$ cat config.mk
export PLATFORM = sky130hd
export DESIGN_NAME = pdm_run_histogram
export DESIGN_NICKNAME = d
export VERILOG_FILES = /design/src/rtl/pdm_run_histogram.sv
export SDC_FILE = /design/constraint.sdc
export NUM_CORES = 2
export LEC_CHECK = 0
export ABC_AREA = 0
export CORE_MARGIN = 3
export CORE_UTILIZATION = 50
export DETAILED_ROUTE_END_ITERATION = 6
export DONT_BUFFER_PORTS = 1
export PLACE_DENSITY = 0.66
export SYNTH_ARGS = -nofsm -noshare
export SYNTH_HDL_FRONTEND = slang
export SYNTH_SLANG_ARGS = --single-unit
$ cat constraint.sdc
create_clock -name clk -period 3.74 [get_ports clk]
set_clock_uncertainty 0.1 [all_clocks]
set_input_delay 0.748 -clock clk [delete_from_list [all_inputs] [get_ports clk]]
set_output_delay 0.748 -clock clk [all_outputs]
set_load 0.005 [all_outputs]
$ cat src/rtl/pdm_run_histogram.sv
// -----------------------------------------------------------------------------
// pdm_run_histogram
//
// Builds a histogram of PDM microphone "ones" run lengths over a fixed capture
// window. Every accepted 0 sample closes the current run, and the bin indexed
// by the run length is incremented. Runs of BIN_COUNT or more ones count in
// overflow_count instead of a bin. A run still open at the end of the window
// is dropped.
//
// Sequencing: IDLE --start--> CLEAR --(BIN_COUNT cycles)--> CAPTURE
//             --(WINDOW_LEN accepted samples)--> DONE --start--> CLEAR ...
//
// Handshake: a sample is accepted on a rising edge in CAPTURE when
// sample_valid=1 and sample_en=1. There is no backpressure, so one sample per
// cycle is sustained. sample_en=0 holds the run without breaking it.
//
// Ports:
//   clk            in   system clock, rising edge
//   rst            in   synchronous active-high reset (aborts CLEAR/CAPTURE)
//   start          in   pulse; begins clear-then-capture from IDLE or DONE
//   sample_en      in   capture enable switch
//   sample_valid   in   one-cycle strobe qualifying mic_sample
//   mic_sample     in   PDM bit
//   rd_addr        in   bin to read; addresses >= BIN_COUNT read as 0
//   rd_data        out  registered bin value, one cycle after rd_addr
//   overflow_count out  runs of length >= BIN_COUNT, saturating
//   busy           out  high in CLEAR and CAPTURE
//   done           out  high in DONE; histogram frozen
// -----------------------------------------------------------------------------
module pdm_run_histogram #(
    parameter int BIN_COUNT  = 50,
    parameter int COUNT_W    = 20,
    parameter int ADDR_W     = 6,
    parameter int WINDOW_LEN = 1000000
) (
    input  logic               clk,
    input  logic               rst,
    input  logic               start,
    input  logic               sample_en,
    input  logic               sample_valid,
    input  logic               mic_sample,
    input  logic [ADDR_W-1:0]  rd_addr,
    output logic [COUNT_W-1:0] rd_data,
    output logic [COUNT_W-1:0] overflow_count,
    output logic               busy,
    output logic               done
);

    // run_len must be able to hold BIN_COUNT itself (the saturated value).
    localparam int RL_W = $clog2(BIN_COUNT + 1);
    // The sample counter only ever holds 0..WINDOW_LEN-1: the last accepted
    // sample moves the FSM to DONE instead of bumping the counter.
    localparam int SC_W = (WINDOW_LEN > 1) ? $clog2(WINDOW_LEN) : 1;

    localparam logic [RL_W-1:0]    RL_SAT    = RL_W'(BIN_COUNT);
    localparam logic [SC_W-1:0]    SC_LAST   = SC_W'(WINDOW_LEN - 1);
    localparam logic [ADDR_W-1:0]  ADDR_LAST = ADDR_W'(BIN_COUNT - 1);
    localparam logic [COUNT_W-1:0] CNT_MAX   = {COUNT_W{1'b1}};

    typedef enum logic [1:0] {
        ST_IDLE    = 2'd0,
        ST_CLEAR   = 2'd1,
        ST_CAPTURE = 2'd2,
        ST_DONE    = 2'd3
    } state_t;

    state_t             state_q, state_d;
    logic [ADDR_W-1:0]  clr_addr_q, clr_addr_d;
    logic [RL_W-1:0]    run_len_q, run_len_d;
    logic [SC_W-1:0]    sample_cnt_q, sample_cnt_d;
    logic [COUNT_W-1:0] overflow_q, overflow_d;
    logic [COUNT_W-1:0] rd_data_q, rd_data_d;
    logic [COUNT_W-1:0] bin_q [BIN_COUNT];
    logic [COUNT_W-1:0] bin_d [BIN_COUNT];
    logic               accept;

    // -------------------------------------------------------------------------
    // Next-state and datapath update
    // -------------------------------------------------------------------------
    always_comb begin
        state_d      = state_q;
        clr_addr_d   = clr_addr_q;
        run_len_d    = run_len_q;
        sample_cnt_d = sample_cnt_q;
        overflow_d   = overflow_q;
        bin_d        = bin_q;
        accept       = 1'b0;

        case (state_q)
            ST_IDLE, ST_DONE: begin
                if (start) begin
                    state_d      = ST_CLEAR;
                    clr_addr_d   = '0;
                    run_len_d    = '0;
                    sample_cnt_d = '0;
                    overflow_d   = '0;
                end
            end

            ST_CLEAR: begin
                // One bin per cycle; the last address hands over to CAPTURE,
                // so CLEAR lasts exactly BIN_COUNT cycles.
                for (int i = 0; i < BIN_COUNT; i++) begin
                    if (clr_addr_q == ADDR_W'(i)) begin
                        bin_d[i] = '0;
                    end
                end
                if (clr_addr_q == ADDR_LAST) begin
                    state_d = ST_CAPTURE;
                end else begin
                    clr_addr_d = clr_addr_q + 1'b1;
                end
            end

            ST_CAPTURE: begin
                accept = sample_valid && sample_en;
                if (accept) begin
                    if (mic_sample) begin
                        if (run_len_q != RL_SAT) begin
                            run_len_d = run_len_q + 1'b1;
                        end
                    end else begin
                        // A zero closes the run: saturated runs go to the
                        // overflow counter, shorter ones to their bin.
                        if (run_len_q == RL_SAT) begin
                            if (overflow_q != CNT_MAX) begin
                                overflow_d = overflow_q + 1'b1;
                            end
                        end else begin
                            for (int i = 0; i < BIN_COUNT; i++) begin
                                if (run_len_q == RL_W'(i) && bin_q[i] != CNT_MAX) begin
                                    bin_d[i] = bin_q[i] + 1'b1;
                                end
                            end
                        end
                        run_len_d = '0;
                    end

                    // The final sample's update lands on the same edge that
                    // enters DONE; any open run is simply left unbinned.
                    if (sample_cnt_q == SC_LAST) begin
                        state_d = ST_DONE;
                    end else begin
                        sample_cnt_d = sample_cnt_q + 1'b1;
                    end
                end
            end

            default: begin
                state_d = ST_IDLE;
            end
        endcase
    end

    // -------------------------------------------------------------------------
    // Read port: reads the current (pre-update) array, so an address being
    // written on the same edge returns its old value.
    // -------------------------------------------------------------------------
    always_comb begin
        rd_data_d = '0;
        for (int i = 0; i < BIN_COUNT; i++) begin
            if (rd_addr == ADDR_W'(i)) begin
                rd_data_d = bin_q[i];
            end
        end
    end

    // -------------------------------------------------------------------------
    // Control and status registers
    // -------------------------------------------------------------------------
    always_ff @(posedge clk) begin
        if (rst) begin
            state_q      <= ST_IDLE;
            clr_addr_q   <= '0;
            run_len_q    <= '0;
            sample_cnt_q <= '0;
            overflow_q   <= '0;
            rd_data_q    <= '0;
        end else begin
            state_q      <= state_d;
            clr_addr_q   <= clr_addr_d;
            run_len_q    <= run_len_d;
            sample_cnt_q <= sample_cnt_d;
            overflow_q   <= overflow_d;
            rd_data_q    <= rd_data_d;
        end
    end

    // Bin storage has no reset; CLEAR establishes its contents.
    always_ff @(posedge clk) begin
        bin_q <= bin_d;
    end

    assign rd_data        = rd_data_q;
    assign overflow_count = overflow_q;
    assign busy           = (state_q == ST_CLEAR) || (state_q == ST_CAPTURE);
    assign done           = (state_q == ST_DONE);

endmodule
==> summary.log <==
[detailed_routing] highest metal used met5
[yosys] Yosys reg bits 1,074
[yosys] cell type contributing the most total cell area after synthesis edfxtp_1
[yosys] total standard cell area after synthesis 67,400 um^2
[hold_path] count of cells along the worst hold path 2
[detailed_routing] met2 layer wire length in the routed design 103 mm
[detailed_routing] DRT antenna net count 0
[power_and_ir_drop] power per cell area 664 nW/um^2
[run] max_cap viols 0
[global_routing] total grt overflow 0
[worst_setup_path] arrival time worst endpoint 4.38 ns
[finish] most common cell after layout, fill and taps aside edfxtp_1
[clock_tree] Num Clock Sinks 1,074
[worst_setup_path] CP max-delay cell nor4b_1
[yosys] Area contributors post-synth edfxtp_1, xnor2_1, and2_1, nand3_1, nand2_1
[timing] Setup-failing EPs final 1
[timing] worst relative slew slack 0.169
[timing] RSZ-0062 raised after global routing false
[yosys] part of the Yosys area used for sequential elements 0.467
[clock_tree] CTS tree yes
[status] violated checks design-rule violations, negative setup slack
[worst_setup_path] crit path max fanout 37
[hold_path] Hold Path End rd_data[9]
[worst_setup_path] number of cells traversed by the worst register-to-register path 7
[detailed_routing] met1 routed wirelength after detailed routing 101 mm
[worst_setup_path] worst path cell trace nor4b_4, buf_4, nand2_2, buf_4, a2111oi_0, a2111oi_0, nor4b_1, o31ai_1, a21oi_1
[timing] number of slew-limit violations in the final report 0
[die] starting density of the core 0.504
[finish] commonest cells after routing, fill and taps aside edfxtp_1, and2_1, xnor2_1, nand2_1, nand3_1
[status] run status finished with violations
[die] Core Box Area 134,000 um^2
[clock_tree] CTS HTree Levels 4
[timing] Max Clk Rate 265 MHz
[worst_setup_path] RR Endpoint bin_q[300]
[worst_setup_path] setup slack on the worst flop-to-flop path 0.15 ns
[yosys] portion of synthesized cell area occupied by the leading cell type 0.445
[clock_tree] post-cts resize count 0
[worst_setup_path] kind of cell adding the most delay to the critical path compound AO/OA/AOI/OAI gates
[power_and_ir_drop] post-route total power 49.7 mW
[die] Core Rows 134
[power_and_ir_drop] worst-case vdd ir drop 501 uV
[yosys] top_reg_cell synth edfxtp_1
[finish] post-route non-filler standard cell count 8,747
[finish] filler cell count 11,800
[clock_tree] buffer type at the clock tree root clkbuf_16
[yosys] Mapped Cells 6,830
[place] HPWL reported at the end of detailed placement 183 mm
[clock_tree] total setup buffers inserted after CTS 0
[power_and_ir_drop] Static Leakage 25.0 nW
[detailed_routing] Vias/cell 6.50
[die] number of top-level pins 54
[clock_tree] Clk Latency, worst-skew pair 0.78 ns
[finish] layout cell share with drive strength beyond 1 0.0829
[detailed_routing] Total Routed Length 245 mm
[die] full die area 139,000 um^2
[worst_setup_path] kind of end point of the critical path register
[timing] final worst path period need 3.77 ns
[global_routing] initial antenna violation count 12
[clock_tree] Clock transition at path regs 0.06 ns
[timing] number of hold-slack violations in the final timing report 0
[finish] final core occ 0.560
[place] last weighted congestion value of the routability-driven placer 1.06
[place] placed standard-cell area 70,500 um^2
[worst_setup_path] startpoint type of the worst setup path input port
[detailed_routing] Pre-antenna DRT Iters 7
[detailed_routing] DR vias 56,900
[hold_path] hold path start rst
[global_routing] pin count of the biggest net entering global routing 188
[timing] final cycle utilization of the critical path 1.01
[worst_setup_path] delay of the slowest cell on the worst path 1.01 ns
[clock_tree] Inserted Clock Buffers 130
[detailed_routing] routed len/inst 28.0 um
[global_routing] GRT Total Usage 0.341
[place] number of I/O port buffers 0
[global_routing] vias in the first global route 52,600
[global_routing] first-pass GRT wire length 358 mm
[detailed_routing] Met3 Wirelength 27.8 mm
[yosys] Avg Cell Area, Syn 9.87 um^2
[yosys] fraction of registers with async set/reset 0
[detailed_routing] DRC violations left 1
[die] die width 373 um
[finish] area overhead of the layout relative to synthesis 11.0%
[hold_path] path type of the worst min-delay path in2reg
[detailed_routing] DRC marker count from the first detailed-route iteration 8,137
[yosys] number of synthesized flops with an enable pin 1,000
[clock_tree] buffer levels on the longest clock path 3
[timing] Worst Max-Slew Pin Slew 1.24 ns
[finish] Net count, final 6,946
[yosys] unique cell type count in the Yosys netlist 97
[place] Placed Instances 8,505
[worst_setup_path] CP bufs+invs 2
[finish] cell area after layout 74,800 um^2
[timing] slack of the critical path -0.0266 ns
[yosys] Yosys Warn Count 0
[die] Die Span Y 373 um
[yosys] Post-Syn Nets 6,906
[worst_setup_path] Critical Setup Path Class in2reg
[worst_setup_path] required time at the endpoint of the critical path 4.35 ns
[worst_setup_path] FF-to-FF Start run_len_q[0]
registers in the layout (all words and copies together), names as in the netlist:
name,cells
bin_q,1000
overflow_count,20
rd_data,20
sample_cnt_q,20
clr_addr_q,6
run_len_q,6
state_q,2
worst max path at each step:
| stage | from | end | slack, ns | depth (start not counted) |
|---|---|---|---|---|
| after floorplan | run_len_q[0] | bin_q[220] | -0.06 | 10 |
| after global placement | rd_addr[3] | rd_data[8] | -0.46 | 9 |
| after detailed placement | rd_addr[3] | rd_data[8] | -0.61 | 9 |
| after CTS | run_len_q[0] | bin_q[316] | 0.20 | 7 |
| after global routing | run_len_q[0] | bin_q[319] | 0.05 | 7 |
| final | rd_addr[3] | rd_data[8] | -0.03 | 9 |
cells by family after synthesis:
group / share of synthesized area
DFF: 0.467
buffers and inverters: 0.0287
adders and majority gates: 0.0119
muxes: 0.0127
AOI/OAI and AO/OA: 0.113
and+or+nand+nor: 0.265
xor gates and xnor gates: 0.102
worst register-to-register path, cell delays in order (launching register included):
cell	delay, ns
dfxtp_1	0.42
inv_1	0.09
ha_1	0.22
or3b_1	0.29
o21ai_1	0.18
o21ai_2	0.79
nand2_1	0.22
a21oi_2	0.90
cells in the mapped netlist (14+ instances only):
cell type	instances
edfxtp_1	1000
a221o_1	24
nor4_1	29
mux2i_1	47
dfxtp_1	74
nand3_1	489
o211ai_1	27
nor2b_1	88
xor2_1	155
or3_1	189
and2_1	848
a21boi_0	154
xnor2_1	629
a22oi_1	93
a41oi_1	17
a221oi_1	52
a21oi_1	125
and4_1	76
nor2_1	345
a31oi_1	31
and3_1	205
o22ai_1	94
nand4_1	185
o31ai_1	14
buf_6	14
ha_1	64
o21ai_0	293
nor3_1	136
a211oi_1	35
a211o_1	16
a2111oi_0	17
mux2_2	22
inv_1	83
or4_1	15
buf_2	49
clkbuf_1	267
o221ai_1	23
nand2_1	554
nand2b_1	22
buf_4	22
power by group:
part	switching [mW]	internal (mW)
Clock	5.37	7.69
Combinational	8.34	4.92
Sequential	4.88	18.5
Total	18.6	31.1
cell type report:
cell class | count | area, um^2 | area share
Tap cell | 1768 | 2210 | 0.0296
Timing Repair Buffer | 272 | 2200 | 0.0295
Clock buffer | 175 | 3610 | 0.0482
Sequential cell | 1074 | 31500 | 0.421
Antenna cell | 5 | 12.5 | 0.000167
Inverter | 85 | 319 | 0.00426
Clock inverter | 61 | 691 | 0.00923
Multi-Input combinational cell | 5307 | 34300 | 0.458
layer usage:
layer	track usage	up-vias
met4	0.161	18
li1	-	25200
met1	0.484	27900
met2	0.490	3181
met5	0	-
met3	0.0859	630
through the flow:
step | setup slack, ns | setup TNS (ns) | hold WS, ns
2_1_floorplan | -0.0601 | -12.02 | 0.367
3_3_place_gp | -0.456 | -1.05 | 0.383
3_5_place_dp | -0.611 | -0.754 | 0.396
4_1_cts | 0.198 | 0 | 0.0771
5_1_grt | 0.0453 | 0 | 0.118
6_report | -0.0266 | -0.0266 | 0.120
repair_timing:
action                                  in CTS  in global routing
endpoints found under the setup margin       0                  0
hold buffers                                 1                  0
hold endpoints to repair                     9                  0
No activity file was read; power rests on OpenSTA's default activity.
